--- src/rtl/gf_inv_seq.sv ---
// GF(2^8) multiplicative inverse by square-and-multiply (a^254).
// The block uses one shared combinational multiply-and-reduce, taking 7 SQR/MUL pairs per operand.
//
// state | meaning
// IDLE  | waiting for start; operands sampled here
// SQR   | base <= base*base
// MUL   | acc <= acc*base; the last pass (cnt==6) writes inv_out/zero_err
// DONE  | done pulse for one cycle, then back to IDLE
module gf_inv_seq #(
   parameter logic [7:0] DEFAULT_POLY = 8'h1B
) (
   input  logic       clk,
   input  logic       rst_n,
   input  logic       start,
   input  logic [7:0] a_in,
   input  logic [7:0] poly_in,
   output logic       busy,
   output logic       done,
   output logic [7:0] inv_out,
   output logic       zero_err
);

   typedef enum logic [1:0] {IDLE, SQR, MUL, DONE} state_t;

   state_t     state, state_nxt;
   logic [7:0] base, acc, poly_r;
   logic [2:0] cnt;
   logic       zflag;
   logic [7:0] mul_a, mul_res;

   function automatic logic [7:0] gf_mul(input logic [7:0] x, input logic [7:0] y,
                                         input logic [7:0] p);
      logic [14:0] prod;
      prod = '0;
      for (int i = 0; i < 8; i++)
         if (y[i]) prod = prod ^ (15'(x) << i);
      // fold bits 14..8 back down, highest first
      for (int i = 14; i >= 8; i--)
         if (prod[i]) prod = prod ^ (15'({1'b1, p}) << (i - 8));
      return prod[7:0];
   endfunction

   assign mul_a   = (state == MUL) ? acc : base;
   assign mul_res = gf_mul(mul_a, base, poly_r);

   always_ff @(posedge clk or negedge rst_n) begin
      if (!rst_n) state <= IDLE;
      else        state <= state_nxt;
   end

   always_comb begin
      state_nxt = state;
      case (state)
         IDLE:    if (start) state_nxt = SQR;
         SQR:     state_nxt = MUL;
         MUL:     state_nxt = (cnt == 3'd6) ? DONE : SQR;
         DONE:    state_nxt = IDLE;
         default: state_nxt = IDLE;
      endcase
   end

   always_comb begin
      busy = (state != IDLE);
      done = (state == DONE);
   end

   always_ff @(posedge clk or negedge rst_n) begin
      if (!rst_n) begin
         base     <= 8'h00;
         acc      <= 8'h01;
         cnt      <= 3'd0;
         poly_r   <= DEFAULT_POLY;
         zflag    <= 1'b0;
         inv_out  <= 8'h00;
         zero_err <= 1'b0;
      end else begin
         case (state)
            IDLE: if (start) begin
               base   <= a_in;
               acc    <= 8'h01;
               cnt    <= 3'd0;
               poly_r <= (poly_in == 8'h00) ? DEFAULT_POLY : poly_in;
               zflag  <= (a_in == 8'h00);
            end
            SQR: base <= mul_res;
            MUL: begin
               acc <= mul_res;
               cnt <= cnt + 3'd1;
               if (cnt == 3'd6) begin
                  inv_out  <= mul_res;
                  zero_err <= zflag;
               end
            end
            default: ;
         endcase
      end
   end

endmodule

--- config.mk ---
export PLATFORM = sky130hd
export DESIGN_NAME = gf_inv_seq
export DESIGN_NICKNAME = d
export VERILOG_FILES = /design/src/rtl/gf_inv_seq.sv
export SDC_FILE = /design/constraint.sdc
export NUM_CORES = 1
export LEC_CHECK = 0
export BUFFER_PORTS_ARGS = -buffer_cell sky130_fd_sc_hd__clkbuf_2
export CAP_MARGIN = 10
export CORE_ASPECT_RATIO = 1.5
export CORE_MARGIN = 2
export CORE_UTILIZATION = 62
export CTS_CLUSTER_DIAMETER = 120
export DETAILED_ROUTE_END_ITERATION = 16
export GPL_ROUTABILITY_DRIVEN = 0
export HOLD_SLACK_MARGIN = 0.03
export PLACE_DENSITY = 0.82
export SKIP_CTS_REPAIR_TIMING = 1
export SLEW_MARGIN = 20
export SYNTH_ARGS = -nofsm -noshare
export SYNTH_HDL_FRONTEND = slang
export SYNTH_SLANG_ARGS = --single-unit
--- constraint.sdc ---
create_clock -name clk -period 5.1 [get_ports clk]
set_input_delay 1.02 -clock clk [delete_from_list [all_inputs] [get_ports clk]]
set_output_delay 1.02 -clock clk [all_outputs]
set_load 0.02 [all_outputs]
# Word level (Yosys, flattened, before mapping)
# Cells that the tools add are included.
# word_totals
register_bits	39
in_bits	19
elab_cells	64
# classes
add_sub_neg	1
eq_ne	5
muxes	26
n_bitwise	14
reduce_logical	10
# ops
op	count
2-to-1 mux 15 bit	7
2-to-1 mux 8 bit	6
one-hot mux 8 bit (2 select lines)	2
zero test 8 bit	2
XOR 15 x 10 -> 15 bit	1
XOR 15 x 11 -> 15 bit	1
XOR 15 x 12 -> 15 bit	1
XOR 15 x 13 -> 15 bit	1
XOR 15 x 14 -> 15 bit	1
XOR 15 bit	1
2-to-1 mux 14 bit	1
XOR 14 bit	1
2-to-1 mux 13 bit	1
XOR 13 bit	1
2-to-1 mux 12 bit	1
XOR 12 bit	1
2-to-1 mux 11 bit	1
XOR 11 bit	1
2-to-1 mux 10 bit	1
XOR 10 bit	1
2-to-1 mux 9 bit	1
XOR 8 x 9 -> 9 bit	1
XOR 9 bit	1
one-hot mux 2 bit (4 select lines)	1
other kinds (12)	19

# Depth between registers and ports, before layout
# depth
ltp_word	32
ltp_mapped	16
mapped_depth_nobuf	12

# Worst setup path before layout
# No wires, ideal clock.
# synth_timing
path_kind	register to register
from	register state[1]
to	register inv_out[6]
setup_time_ns	0.129
arrival_time_ns	3.580
required_ns	4.971
setup_slack_ns	1.391
path_stages_with_launch	14
period_less_slack_ns	3.709
cell_sequence	dfrtp_1 -> buf_4 -> and3b_1 -> a22o_1 -> a2111oi_2 -> xnor3_1 -> xnor3_2 -> a21o_1 -> a2111o_1 -> and4_4 -> or4_1 -> a21oi_2 -> xnor2_1 -> o21ai_1
# synth_between
elab_chain_len	31
elab_cells_between_ends	32
cone_classes	eq/ne (1); mux (16); bitwise (14); reduce/logical (1)
# synth_rtl
item	line	source
from (decl)	25	state_t state, state_nxt;
from (signal assigned)	48	else state <= state_nxt;
equality test 2 bit *	43, 77	
2-to-1 mux 8 bit	43	assign mul_a = (state == MUL) ? acc : base;
2-to-1 mux 8 bit	36	if (y[i]) prod = prod ^ (15'(x) << i);
XOR 8 x 9 -> 9 bit	36	
2-to-1 mux 15 bit	36	
XOR 15 x 10 -> 15 bit	36	
2-to-1 mux 15 bit	36	
XOR 15 x 11 -> 15 bit	36	
[15 not listed]	n/a	
XOR 11 bit	39	if (prod[i]) prod = prod ^ (15'({1'b1, p}) << (i - 8));
2-to-1 mux 11 bit	39	
XOR 10 bit	39	
2-to-1 mux 10 bit	39	
XOR 9 bit	39	
2-to-1 mux 9 bit	39	
XOR 8 bit	39	
2-to-1 mux 8 bit	39	
to (signal assigned)	90	inv_out <= mul_res;
to (decl)	19	output logic [7:0] inv_out,
# Mark *: on every way between the ends. The rest lies on a longest branch, timed or not.
# A chain may end at the register's enable or synchronous reset.

# Final worst setup path
# layout_timing
from	register state[0]
to	register inv_out[7]
# The elaborated chain is that of the path after synthesis.

==> flow_summary.json <==
{
  "cts_buffers": 5,
  "grt_pass1_wl_um": 19300,
  "avgSynthCellArea_um2": 7.50,
  "ys_top_cells_by_area": "dfrtp_1 21%, xnor2_1 11%, nand2_1 9.4%",
  "synthCells": 552,
  "hpwl_um": 8530,
  "fin_cells": 623,
  "drive_above_1_share_pct": 10.8,
  "antenna_found_initial": 0,
  "synthXorXnorAreaFrac_pct": 19.6,
  "critPathRequiredTime_ns": 5.25,
  "ant_nets": 0,
  "grt_max_degree": 41,
  "clk_latency_ns": 0.31,
  "syn_area_um2": 4140,
  "finalWirelength_um": 11900,
  "worst_setup_path_end_kind": "flip-flop",
  "start_util_pct": 63.9,
  "status": "completed",
  "numPortBuffers": 29,
  "synth_seq_cells": 39,
  "min_path_type": "reg2reg",
  "core_um2": 6490,
  "relSlewSlack_pct": 37.1,
  "grt.total_usage_pct": 32.6,
  "ys_types": 69,
  "holdWs_ns": 0.499,
  "synth_top_area_cell": "dfrtp_1",
  "layout_commonest_cell": "nand2_1",
  "muxShareOfSynthArea_pct": 0.514,
  "arrival_ns": 4.75,
  "grt_pass1_vias": 4027,
  "fin_skew_ns": 0.0111,
  "nets": 567,
  "syn-num-nets": 573,
  "cts.clk_slew.worst_paths_ns": 0.08,
  "yosys_most_used_dff": "dfrtp_1",
  "rows": 36,
  "viasPerCell": 6.85,
  "max-cap-violations": 0,
  "synth-async-reset-ratio_pct": 100,
  "post-route-min-period_ns": 4.60,
  "yosys_warnings": 0,
  "dp_cells": 615,
  "die_h_um": 104,
  "setup_viol": 0,
  "cts-root-buf": "clkbuf_8",
  "slew_violations": 0,
  "first_pass_iters": 5,
  "synth_compound_area_share_pct": 26.8,
  "finalHoldViolCount": 0,
  "rsz0062_at_grt": "false",
  "critPathMaxFanout": 40,
  "areaGrowthSynthToFinish_pct": 4.53,
  "h-tree-depth": 2,
  "yosysSeqAreaShare_pct": 23.7,
  "start_kind": "flip-flop",
  "timing.fmax_mhz": 218,
  "drt_iter0_drc": 567,
  "setup-tns-final_ns": 0,
  "cts_tree": "done",
  "critPathKind": "reg2reg",
  "boundaryPins": 30,
  "dieArea_um2": 7360,
  "routedWlPerCell_um": 19.2,
  "die_width_um": 70.7,
  "synth_top_area_share_pct": 20.5,
  "grt_overflow": 0,
  "cts_buffer_depth": 2,
  "worstMarginPinSlew_ns": 0.943,
  "yosys.area_share.simple_pct": 23.4,
  "synthAdderAreaFrac_pct": 0.604,
  "final_cell_mix": "104 x nand2_1, 50 x xnor2_1, 44 x o21ai_0",
  "synth_top_family_by_area": "compound AO/OA/AOI/OAI gates",
  "cts.sinks": 39,
  "vias": 4270,
  "drc": 0,
  "period_share_pct": 90.1,
  "synth-edff-count": 0,
  "antennaDiodeCount": 0
}
==> cell families after synthesis <==
group | Yosys count
flip-flops | 39
AND/OR/NAND/NOR | 205
AO/OA/AOI/OAI | 170
adder cells (fa/ha/maj) | 2
buffers and inverters | 54
XOR/XNOR | 80
multiplexers | 2
==> routing by layer <==
metal / part of all wire (%) / track usage [%]
met5: 0 / 0
met4: 5.2 / 18.6
met3: 7.6 / 3.10
met2: 50 / 55.3
met1: 37 / 39.5
==> flip-flops by register name (all words and copies together), names as in the netlist <==
| signal | flops |
|---|---|
| zero_err | 1 |
| base | 8 |
| poly_r | 8 |
| cnt | 3 |
| state | 2 |
| zflag | 1 |
| inv_out | 8 |
| acc | 8 |
==> final cells by class <==
type | instances | area (µm²)
Timing Repair Buffer | 34 | 183
Tap cell | 76 | 95.1
Clock inverter | 1 | 7.51
Inverter | 7 | 26.3
Sequential cell | 39 | 982
Clock buffer | 7 | 96.3
Fill cell | 573 | 2160
Multi-Input combinational cell | 459 | 2940
==> synthesized netlist by cell type, drive strengths merged, types with 7 or more instances <==
| cell type | number |
|---|---|
| nand2 | 104 |
| o21ai | 64 |
| xnor2 | 50 |
| clkbuf | 35 |
| dfrtp | 34 |
| a21oi | 23 |
| nand3 | 22 |
| xor2 | 22 |
| nor2 | 21 |
| a22oi | 12 |
| buf | 12 |
| nor3 | 12 |
| a211oi | 9 |
| xnor3 | 8 |
| and3 | 7 |
| nor4 | 7 |
==> per-stage QoR <==
step | util, % | cell area (µm²) | setup slack, ns
3_3_place_gp | 65.1 | 4230 | 0.861
5_1_grt | 66.7 | 4330 | 0.230
3_5_place_dp | 65.1 | 4230 | 0.655
6_report | 66.7 | 4330 | 0.503
2_1_floorplan | - | 4140 | 1.39
4_1_cts | 66.7 | 4330 | 0.644
==> worst max-delay path, cell delays in order, from the launching register on <==
cell and delay [ns]:
dfrtp_1 0.51, nand2b_1 0.18, buf_4 0.38, o21ai_1 0.31
a211oi_1 0.69, o211a_1 0.24, o211ai_1 0.18, nand2_1 0.19
or3b_1 0.50, nand3_1 0.14, xnor3_1 0.40, xnor2_1 0.15
xnor2_1 0.41, o21ai_1 0.15
==> final timing paths <==
kind / end / cells past startpoint / startpoint / slack (ns)
max in group asynchronous: poly_r[2] / 1 / rst_n / 3.66
min reg2reg: inv_out[2] / 2 / inv_out[2] / 0.50
min in group asynchronous: base[2] / 1 / rst_n / 0.84
max reg2reg: inv_out[7] / 13 / state[0] / 0.50
min: inv_out[2] / 2 / inv_out[2] / 0.50
max: inv_out[7] / 13 / state[0] / 0.50
Power is not shown: default switching activity piles up to over one toggle a cycle in this logic, so the estimate is an artifact.
